===== src/rtl/serial_frame_demux_if.sv =====
// serial_frame_demux_if
//   Bundles the serial input side and the demultiplexed output side of
//   serial_frame_demux.
//
//   master : the environment driving the serial line (clkEn, SerIn) and
//            observing the decoded outputs.
//   slave  : the demux itself.
//
//   Signals
//     clkEn     bit-slot enable; the demux only advances when it is high
//     SerIn     serial line, idles high
//     SerOut    registered payload bit, holds between payload bits
//     OutValid  one-hot per-channel qualifier for SerOut, one clk per bit
//     PortOut   port field of the current / last frame
//     Done      one clk pulse on the edge that enters the stop slot
//     BadPort   one clk pulse when the port field is >= NUM_CH
//     Busy      high whenever the decoder is not idle
//     state_dbg raw decoder state, for observation only
//
//   Flow control: there is no backpressure. OutValid is a pure qualifier;
//   a consumer must take SerOut in the clk cycle its OutValid bit is high,
//   because the bit is never re-presented.
interface serial_frame_demux_if #(
  parameter int NUM_CH = 4,
  parameter int PORT_W = 2
);
  logic              clkEn;
  logic              SerIn;
  logic              SerOut;
  logic [NUM_CH-1:0] OutValid;
  logic [PORT_W-1:0] PortOut;
  logic              Done;
  logic              BadPort;
  logic              Busy;
  logic [2:0]        state_dbg;

  modport master (
    output clkEn, SerIn,
    input  SerOut, OutValid, PortOut, Done, BadPort, Busy, state_dbg
  );

  modport slave (
    input  clkEn, SerIn,
    output SerOut, OutValid, PortOut, Done, BadPort, Busy, state_dbg
  );
endinterface


===== src/rtl/serial_frame_demux.sv =====
// serial_frame_demux
//   Decodes frames on a one-bit serial line and routes each payload bit to
//   one of NUM_CH channels. Frame layout, one bit per enabled slot:
//     start(0) | port[PORT_W] MSB first | len[LEN_W] MSB first |
//     payload[len] | stop (ignored)
//
//   Ports
//     clk  rising-edge system clock
//     rst  asynchronous active-low reset
//     bus  serial_frame_demux_if.slave (see the interface for signal list)
//
//   Only clk edges with clkEn=1 advance state, counters and sampling. The
//   pulse outputs (OutValid, Done, BadPort) are cleared on every clk edge,
//   so each pulse lasts one clk cycle whatever the clkEn density.
module serial_frame_demux #(
  parameter int NUM_CH = 4,
  parameter int PORT_W = 2,
  parameter int LEN_W  = 4
) (
  input logic clk,
  input logic rst,
  serial_frame_demux_if.slave bus
);

  localparam int CW = (PORT_W > LEN_W) ? PORT_W : LEN_W;
  localparam logic [CW-1:0]   PORT_LAST = CW'(PORT_W - 1);
  localparam logic [CW-1:0]   LEN_LAST  = CW'(LEN_W - 1);
  // NUM_CH can be as large as 2^PORT_W, so it needs one extra bit.
  localparam logic [PORT_W:0] NUM_CH_W  = (PORT_W + 1)'(NUM_CH);

  typedef enum logic [2:0] {
    IDLE = 3'd0,
    PORT = 3'd1,
    LEN  = 3'd2,
    DATA = 3'd3,
    STOP = 3'd4
  } state_t;

  state_t            state_q, state_d;
  logic [CW-1:0]     cnt_q, cnt_d;
  logic [PORT_W-1:0] port_q, port_d;
  logic [LEN_W-1:0]  len_q, len_d;
  logic              ser_q, ser_d;
  logic [NUM_CH-1:0] valid_q, valid_d;
  logic [PORT_W-1:0] portout_q, portout_d;
  logic              done_q, done_d;
  logic              bad_q, bad_d;

  // Shift-in values: the size cast drops the oldest bit, keeping the
  // field MSB first.
  logic [PORT_W-1:0] port_sh;
  logic [LEN_W-1:0]  len_sh;
  logic [LEN_W-1:0]  len_m1;
  logic [NUM_CH-1:0] onehot;
  logic              port_ok;

  assign port_sh = PORT_W'({port_q, bus.SerIn});
  assign len_sh  = LEN_W'({len_q, bus.SerIn});
  assign len_m1  = len_q - LEN_W'(1);
  assign onehot  = NUM_CH'(1) << port_q;
  assign port_ok = ({1'b0, port_q} < NUM_CH_W);

  always_comb begin
    state_d   = state_q;
    cnt_d     = cnt_q;
    port_d    = port_q;
    len_d     = len_q;
    ser_d     = ser_q;
    portout_d = portout_q;
    valid_d   = '0;
    done_d    = 1'b0;
    bad_d     = 1'b0;

    if (bus.clkEn) begin
      case (state_q)
        IDLE: begin
          if (!bus.SerIn) begin
            state_d = PORT;
            cnt_d   = '0;
          end
        end

        PORT: begin
          port_d = port_sh;
          if (cnt_q == PORT_LAST) begin
            state_d   = LEN;
            cnt_d     = '0;
            portout_d = port_sh;
            bad_d     = ({1'b0, port_sh} >= NUM_CH_W);
          end else begin
            cnt_d = cnt_q + CW'(1);
          end
        end

        LEN: begin
          len_d = len_sh;
          if (cnt_q == LEN_LAST) begin
            cnt_d = '0;
            if (len_sh != '0) begin
              state_d = DATA;
            end else begin
              state_d = STOP;
              done_d  = 1'b1;
            end
          end else begin
            cnt_d = cnt_q + CW'(1);
          end
        end

        DATA: begin
          // Bits for an out-of-range port are consumed but never qualified.
          ser_d   = bus.SerIn;
          valid_d = port_ok ? onehot : '0;
          if (cnt_q == CW'(len_m1)) begin
            state_d = STOP;
            cnt_d   = '0;
            done_d  = 1'b1;
          end else begin
            cnt_d = cnt_q + CW'(1);
          end
        end

        STOP: begin
          state_d = IDLE;
        end

        default: begin
          state_d = IDLE;
          cnt_d   = '0;
        end
      endcase
    end
  end

  always_ff @(posedge clk or negedge rst) begin
    if (!rst) begin
      state_q   <= IDLE;
      cnt_q     <= '0;
      port_q    <= '0;
      len_q     <= '0;
      ser_q     <= 1'b0;
      valid_q   <= '0;
      portout_q <= '0;
      done_q    <= 1'b0;
      bad_q     <= 1'b0;
    end else begin
      state_q   <= state_d;
      cnt_q     <= cnt_d;
      port_q    <= port_d;
      len_q     <= len_d;
      ser_q     <= ser_d;
      valid_q   <= valid_d;
      portout_q <= portout_d;
      done_q    <= done_d;
      bad_q     <= bad_d;
    end
  end

  assign bus.SerOut    = ser_q;
  assign bus.OutValid  = valid_q;
  assign bus.PortOut   = portout_q;
  assign bus.Done      = done_q;
  assign bus.BadPort   = bad_q;
  assign bus.Busy      = (state_q != IDLE);
  assign bus.state_dbg = state_q;

endmodule


===== src/flat_wrapper.sv =====
// flat-port wrapper written by rule: the top's interface ports become plain ports
module serial_frame_demux_flat 
#(
  parameter int NUM_CH = 4,
  parameter int PORT_W = 2,
  parameter int LEN_W  = 4
)
  (clk, rst, bus_clkEn, bus_SerIn, bus_SerOut, bus_OutValid, bus_PortOut, bus_Done, bus_BadPort, bus_Busy, bus_state_dbg);
  serial_frame_demux_if #(.NUM_CH(NUM_CH), .PORT_W(PORT_W)) bus_i ();
  input logic clk;
  input logic rst;
  input wire logic [$bits(bus_i.clkEn)-1:0] bus_clkEn;
  input wire logic [$bits(bus_i.SerIn)-1:0] bus_SerIn;
  output wire logic [$bits(bus_i.SerOut)-1:0] bus_SerOut;
  output wire logic [$bits(bus_i.OutValid)-1:0] bus_OutValid;
  output wire logic [$bits(bus_i.PortOut)-1:0] bus_PortOut;
  output wire logic [$bits(bus_i.Done)-1:0] bus_Done;
  output wire logic [$bits(bus_i.BadPort)-1:0] bus_BadPort;
  output wire logic [$bits(bus_i.Busy)-1:0] bus_Busy;
  output wire logic [$bits(bus_i.state_dbg)-1:0] bus_state_dbg;
  assign bus_i.clkEn = bus_clkEn;
  assign bus_i.SerIn = bus_SerIn;
  assign bus_SerOut = bus_i.SerOut;
  assign bus_OutValid = bus_i.OutValid;
  assign bus_PortOut = bus_i.PortOut;
  assign bus_Done = bus_i.Done;
  assign bus_BadPort = bus_i.BadPort;
  assign bus_Busy = bus_i.Busy;
  assign bus_state_dbg = bus_i.state_dbg;
  serial_frame_demux #(.NUM_CH(NUM_CH), .PORT_W(PORT_W), .LEN_W(LEN_W)) u_core (.clk(clk), .rst(rst), .bus(bus_i));
endmodule

===== config.mk =====
export PLATFORM = sky130hd
export DESIGN_NAME = serial_frame_demux_flat
export DESIGN_NICKNAME = d
export VERILOG_FILES = /design/src/rtl/serial_frame_demux_if.sv /design/src/rtl/serial_frame_demux.sv /design/src/flat_wrapper.sv
export SDC_FILE = /design/constraint.sdc
export NUM_CORES = 1
export LEC_CHECK = 0
export BUFFER_PORTS_ARGS = -buffer_cell sky130_fd_sc_hd__buf_2
export CAP_MARGIN = 20
export CORE_UTILIZATION = 45
export CTS_BUF_LIST = sky130_fd_sc_hd__clkbuf_16
export DETAILED_ROUTE_END_ITERATION = 6
export PLACE_DENSITY = 0.7
export SETUP_SLACK_MARGIN = 0.3
export SLEW_MARGIN = 20
export SYNTH_ARGS = -nofsm -noshare
export SYNTH_HDL_FRONTEND = slang
export SYNTH_SLANG_ARGS = --single-unit

===== constraint.sdc =====
create_clock -name clk -period 3.35 [get_ports clk]
set_input_delay 0.67 -clock clk [delete_from_list [all_inputs] [get_ports clk]]
set_output_delay 0.67 -clock clk [all_outputs]
set_load 0.01 [all_outputs]

==> summary.md, run 1 <==
| Metric | Value |
|---|---|
| Die area | 2762 um^2 |
| DR vias | 807 |
| Synth top area cells | dfrtp_1 (46%), mux2_2 (5.9%), ha_1 (3.3%), nand2_1 (3.3%), buf_6 (2.0%) |
| Fin nets | 128 |
| DIE HEIGHT | 52.55 um |
| Switching Share | 38.80% |
| Final hold viol count | 0 |
| 1st-pass router iterations | 4 |
| Area grow syn2layout | 13.49% |
| Main synth FF type | dfrtp_1 |
| Slowest CP cell | dfrtp_1 |
| Most common cell after layout, fill and taps aside | dfrtp_1 |
| Startpoint types | flip-flop |
| Share of the synthesized area in the top cell type | 45.70% |
| Clock tree buffer depth | 2 |
| Synthesized cell area | 1150 um^2 |
| Critical path type | flip-flop to primary output |
| Total track usage | 18.49% |
| Sequential share of power | 37.8% |
| Final worst-path cycle share | 62.54% |
| Most frequent cells in the layout | dfrtp_1 (21), buf_2 (15), nand2_1 (10) |
| Share of total power in the clock network | 19.5% |
| EDFF count, synth | 0 |
| PwrDens | 988.6 nW/um^2 |
| Final wirelength | 2.038 mm |
| Pin count of the biggest net entering global routing | 22 |
| GRT Residual Overflow | 0 |
| Min cycle time layout | 2.095 ns |
| Initial antenna violation count | 0 |
| Syn Nets | 112 |
| Pint | 0.0007896 W |
| Global-route wire length before repair | 3.670 mm |
| Vias in the first global route | 818 |
| I/O Pins | 17 |
| Yosys warning total | 0 |
| Fmax | 477.3 MHz |
| Placer congestion estimate | 0.9313 |
| WHS | 0.3632 ns |
| Initial core utilization | 49.60% |
| Num Clock Sinks | 21 |
| Net switching power | 0.0005005 W |
| Core area | 2318 um^2 |
| CTS tree | done |
| CTS-repair resized insts | 0 |
| Final Max Slew Viols | 0 |
| HP Class | input pin to async pin |
| Cells along the critical path | or3_2 > buf_2 |
| Diodes inserted | 0 |
| Hold buffer count at CTS | 0 |
| Comb power frac | 42.7% |
| Ratio of cells with drive above 1 in the final layout | 31.67% |
| Crit path DAT | 1.43 ns |
| Vias per inst | 5.453 |
| Clock transition at path regs | 0.06 ns |
| H-tree Lvls | 1 |
| DRT antenna net count | 0 |
| FP Rows | 17 |
| TNS Setup | 0 ns |
| Final setup viols | 0 |
| #FFs+latches synth | 21 |
| Sequential-to-total area share from yosys stat | 45.70% |
| CTS Root Cell | clkbuf_16 |
| CP max FO | 10 |
| Unrepaired setup endpoints after global routing | false |
| Post-Route Skew | 0.001088 ns |
| Die X | 52.55 um |
| Max stage delay on crit path | 0.52 ns |
| DP HPWL | 1.554 mm |
| CP required | 2.68 ns |
| Synthesized area per cell | 10.95 um^2 |
| Async set or reset register ratio after synthesis | 100.0% |
| TritonCTS Buffers | 3 |
| DRC viols | 0 |
| Clk_lat worst skew | 0.25 ns |
| Status | finished, final reports clean |
| VDD IR max | 0.5991 mV |
| Maxcap violations | 0 |
| Distinct cells, synth | 46 |
| CP Capture Type | primary output |
| P_leak | 0.6256 nW |
| Port Buffers | 15 |
| Cells after synthesis | 105 |
| Area leader, netlist | dfrtp_1 |
| Initial DRC count | 5 |
| Wire length per cell | 13.77 um |
| Post-CTS Setup Bufs | 0 |
cells in the mapped netlist (2+ instances only):
master   instances
dfrtp_1         21
nand2_1         10
inv_1            6
mux2_2           6
nor2_1           6
o21ai_0          4
and3_1           3
ha_1             3
nand3_1          3
a21oi_1          2
a31oi_1          2
buf_6            2
nor3_1           2
xnor2_1          2
xor2_1           2
state kept, by name, summed over array words and instances, names as in the netlist:
name                  count
u_core.bus.OutValid       4
u_core.bus.PortOut        2
u_core.port_q             2
u_core.bus.Done           1
u_core.cnt_q              4
u_core.bus.SerOut         1
u_core.bus.state_dbg      3
u_core.len_q              4
kinds of logic (layout without fill, tap and decap cells):
kind of cell	count (synthesis)	after routing	synth area share, %
fa+ha+maj	3	3	3.265
simple gates	36	36	18.94
mux	7	7	6.746
flops	21	21	45.70
compound gates	21	21	14.69
xor+xnor	5	5	5.006
buf+inv	11	26	5.331
other cells	1	1	0.3261
critical path: cells and delay by family (launching register included):
kind	cells	cell delay (ns)
buf+inv	1	0.15
flops	1	0.52
simple gates	1	0.51
power groups by stage:
stage,logic [W],clock network [W],registers (W)
after global placement,0.000542,0,0.000484
after floorplan,0.000470,0,0.000458
after detailed placement,0.000556,0,0.000492
final,0.000551,0.000251,0.000487
after global routing,0.000624,0.000268,0.000511
after CTS,0.000558,0.000254,0.000488
through the flow:
step	setup slack [ns]	power, W	cell area [um^2]	util (%)	instances
after floorplan	1.574	0.0009282	1150	-	105
after global routing	1.184	0.001403	1305	56.29	148
final	1.255	0.001290	1305	56.29	148
after CTS	1.249	0.001300	1305	56.29	148
after global placement	1.470	0.001025	1225	52.83	144
after detailed placement	1.457	0.001047	1225	52.83	144
layer usage:
layer / routed length [um] / vias up / GRT usage, %
li1: - / 395 / -
met1: 952 / 396 / 23.27
met2: 1003 / 14 / 31.01
met3: 72 / 2 / 6.087
met4: 9 / 0 / 3.070
met5: 0 / - / 0
final timing paths:
check	slack [ns]	endpoint	cells past startpoint	startpoint
worst min register to register	0.48	u_core.bus.OutValid[1]$_DFF_PN0_	1	u_core.port_q[1]$_DFFE_PN0P_
worst max-delay path	1.25	bus_Busy	2	u_core.bus.state_dbg[2]$_DFFE_PN0P_
max in group asynchronous	2.67	u_core.bus.Done$_DFF_PN0_	1	rst
min in group clk	0.48	u_core.bus.OutValid[1]$_DFF_PN0_	1	u_core.port_q[1]$_DFFE_PN0P_
worst min-delay path	0.36	u_core.bus.OutValid[3]$_DFF_PN0_	1	rst
worst max register to register	1.58	u_core.bus.state_dbg[1]$_DFFE_PN0P_	7	u_core.len_q[0]$_DFFE_PN0P_
layout make-up:
cell class | instances | area, um^2
Clock buffer | 3 | 75.07
Clock inverter | 1 | 5.005
Fill cell | 204 | 1013
Inverter | 7 | 26.28
Multi-Input combinational cell | 73 | 563.0
Sequential cell | 21 | 525.5
Tap cell | 28 | 35.03
Timing Repair Buffer | 15 | 75.07
No activity file was read; power rests on OpenSTA's default activity.
==> inputs of run 2 (changes only) <==
- PLACE_DENSITY: 0.7 -> 0.73
- clock period: 3.35 -> 1.8 ns (I/O delays scaled with it)
==> summary.md, run 2 (synthesis results as in run 1) <==
| Metric | Value |
|---|---|
| Die X | 52.55 um (unchanged) |
| GRT Residual Overflow | 0 (unchanged) |
| Fin cells | 165 (+11%) |
| Clock transition at path regs | 0.06 ns (about the same) |
| Most common cell after layout, fill and taps aside | dfrtp_1 |
| Startpoint types | flip-flop |
| H-tree Lvls | 1 (unchanged) |
| Clock tree buffer depth | 2 (unchanged) |
| Wire length per cell | 16.29 um (+18%) |
| Final Max Slew Viols | 0 (unchanged) |
| DRT antenna net count | 0 (unchanged) |
| DIE HEIGHT | 52.55 um (unchanged) |
| CP max FO | 3 (-7) |
| Most frequent cells in the layout | dfrtp_1 (19), buf_4 (15), buf_2 (14), nand2_1 (10), nor2_1 (6) |
| I/O Pins | 17 (unchanged) |
| Area grow syn2layout | 33.95% |
| Initial antenna violation count | 0 (unchanged) |
| Fill count | 175 (-14%) |
| 1st-pass router iterations | 4 (unchanged) |
| Final hold viol count | 0 (unchanged) |
| HP Class | input pin to async pin |
| CP Capture Type | flip-flop |
| Status | finished, final reports clean |
| TNS Setup | 0 ns (unchanged) |
| Vias per inst | 5.570 (+2.1%) |
| Crit path DAT | 1.72 ns (+0.29 ns) |
| Max stage delay on crit path | 0.38 ns (-0.14 ns) |
| Final setup viols | 0 (unchanged) |
| Worst r2r path cells | 7 (unchanged) |
| Maxcap violations | 0 (unchanged) |
| Unrepaired setup endpoints after global routing | true |
| FP Rows | 17 (unchanged) |
| Fin nets | 145 (+13%) |
| DRC viols | 0 (unchanged) |
| Initial core utilization | 49.60% (unchanged) |
| Vias in the first global route | 1,010 (+23%) |
| Crit path buf inv count | 2 (+1) |
| CTS tree | done |
| CP top delay family | compound AO/OA/AOI/OAI gates |
| Total track usage | 22.75% (+4.3 points) |
| DP HPWL | 1.650 mm (+6.2%) |
| Final worst-path cycle share | 88.87% |
| VDD IR max | 1.412 mV (+140%) |
| Global-route wire length before repair | 4.485 mm (+22%) |
| Ratio of cells with drive above 1 in the final layout | 51.09% (+19 points) |
| Clk_lat worst skew | 0.25 ns (about the same) |
| Initial DRC count | 14 (+9) |
| Die area | 2762 um^2 (unchanged) |
| Num Clock Sinks | 21 (unchanged) |
| Diodes inserted | 0 (unchanged) |
| CP required | 1.92 ns (-0.76 ns) |
| Post-Route Skew | 0.002768 ns (+0.001680 ns) |
| Dpl cells | 149 (+3.5%) |
| CTS Root Cell | clkbuf_16 |
| Hold buffer count at CTS | 0 (unchanged) |
| Slowest CP cell | dfrtp_1 |
| Fmax | 625.1 MHz |
| Cells along the critical path | buf_4 > inv_1 > ha_4 > a311o_1 > a21oi_1 > o21ai_1 > o311ai_2 |
| TritonCTS Buffers | 3 (unchanged) |
| Min cycle time layout | 1.600 ns |
| Core area | 2318 um^2 (unchanged) |
| Final wirelength | 2.688 mm (+32%) |
| PwrDens | 1908 nW/um^2 (+93%) |
| DR vias | 919 (+14%) |
| Pin count of the biggest net entering global routing | 22 (unchanged) |
| WP depth | 7 (+5) |
| Placer congestion estimate | 0.8399 (-9.8%) |
| P_leak | 0.7258 nW (+16%) |
| Port Buffers | 15 (unchanged) |
| Critical path type | flip-flop to flip-flop |
run 2: metal layers:
| layer | share of wire (%) | track usage (%) |
|---|---|---|
| met1 | 43 | 25.46 |
| met2 | 52 | 40.93 |
| met3 | 3.2 | 5.217 |
| met4 | 1.5 | 9.211 |
| met5 | 0 | 0 |
run 2: cell type report:
class	instances	area, um^2	area share [%]
clock inverter	1	3.754	0.2437
sequential	21	528.0	34.28
clock buffer	3	75.07	4.874
inverter	7	26.28	1.706
multi-input combinational	73	655.6	42.57
timing repair buffer	32	216.5	14.05
tap	28	35.03	2.275
run 2: power by group:
| group | switching [W] | internal [W] |
|---|---|---|
| registers | 0.000156 | 0.000661 |
| clock network | 0.000159 | 0.000296 |
| logic | 0.000819 | 0.000849 |
run 2: path summary, 6_finish.rpt:
check / from / endpoint / slack, ns
worst max-delay path: u_core.cnt_q[1]$_DFFE_PN0P_ / u_core.bus.state_dbg[1]$_DFFE_PN0P_ / 0.20
worst min-delay path: rst / u_core.bus.OutValid[3]$_DFF_PN0_ / 0.06
worst max register to register: u_core.cnt_q[1]$_DFFE_PN0P_ / u_core.bus.state_dbg[1]$_DFFE_PN0P_ / 0.20
worst min register to register: u_core.bus.SerOut$_DFFE_PN0P_ / u_core.bus.SerOut$_DFFE_PN0P_ / 0.49
max in group asynchronous: rst / u_core.bus.state_dbg[0]$_DFFE_PN0P_ / 1.39
min in group clk: bus_SerIn / u_core.bus.SerOut$_DFFE_PN0P_ / 0.43
run 2: what timing repair did:
action | CTS | global route
setup buffers | 11 | 1
gates resized for setup | 19 | 5
pin swaps | 11 | 10
endpoints found under the setup margin | 14 | 14
run 2: per-stage QoR:
| step | setup WS, ns | area, um^2 | hold WS [ns] | utilization, % | total power (W) |
|---|---|---|---|---|---|
| finish | 0.2004 | 1540 | 0.05968 | 66.43 | 0.002939 |
| global route | 0.1238 | 1540 | 0.09931 | 66.43 | 0.003140 |
| CTS | 0.2040 | 1501 | 0.07117 | 64.76 | 0.002838 |
| detailed placement | 0.1232 | 1269 | 0.3384 | 54.72 | 0.002056 |
| global placement | 0.1486 | 1269 | 0.3309 | 54.72 | 0.002000 |
| floorplan | 0.2188 | 1156 | 0.06441 | - | 0.001748 |
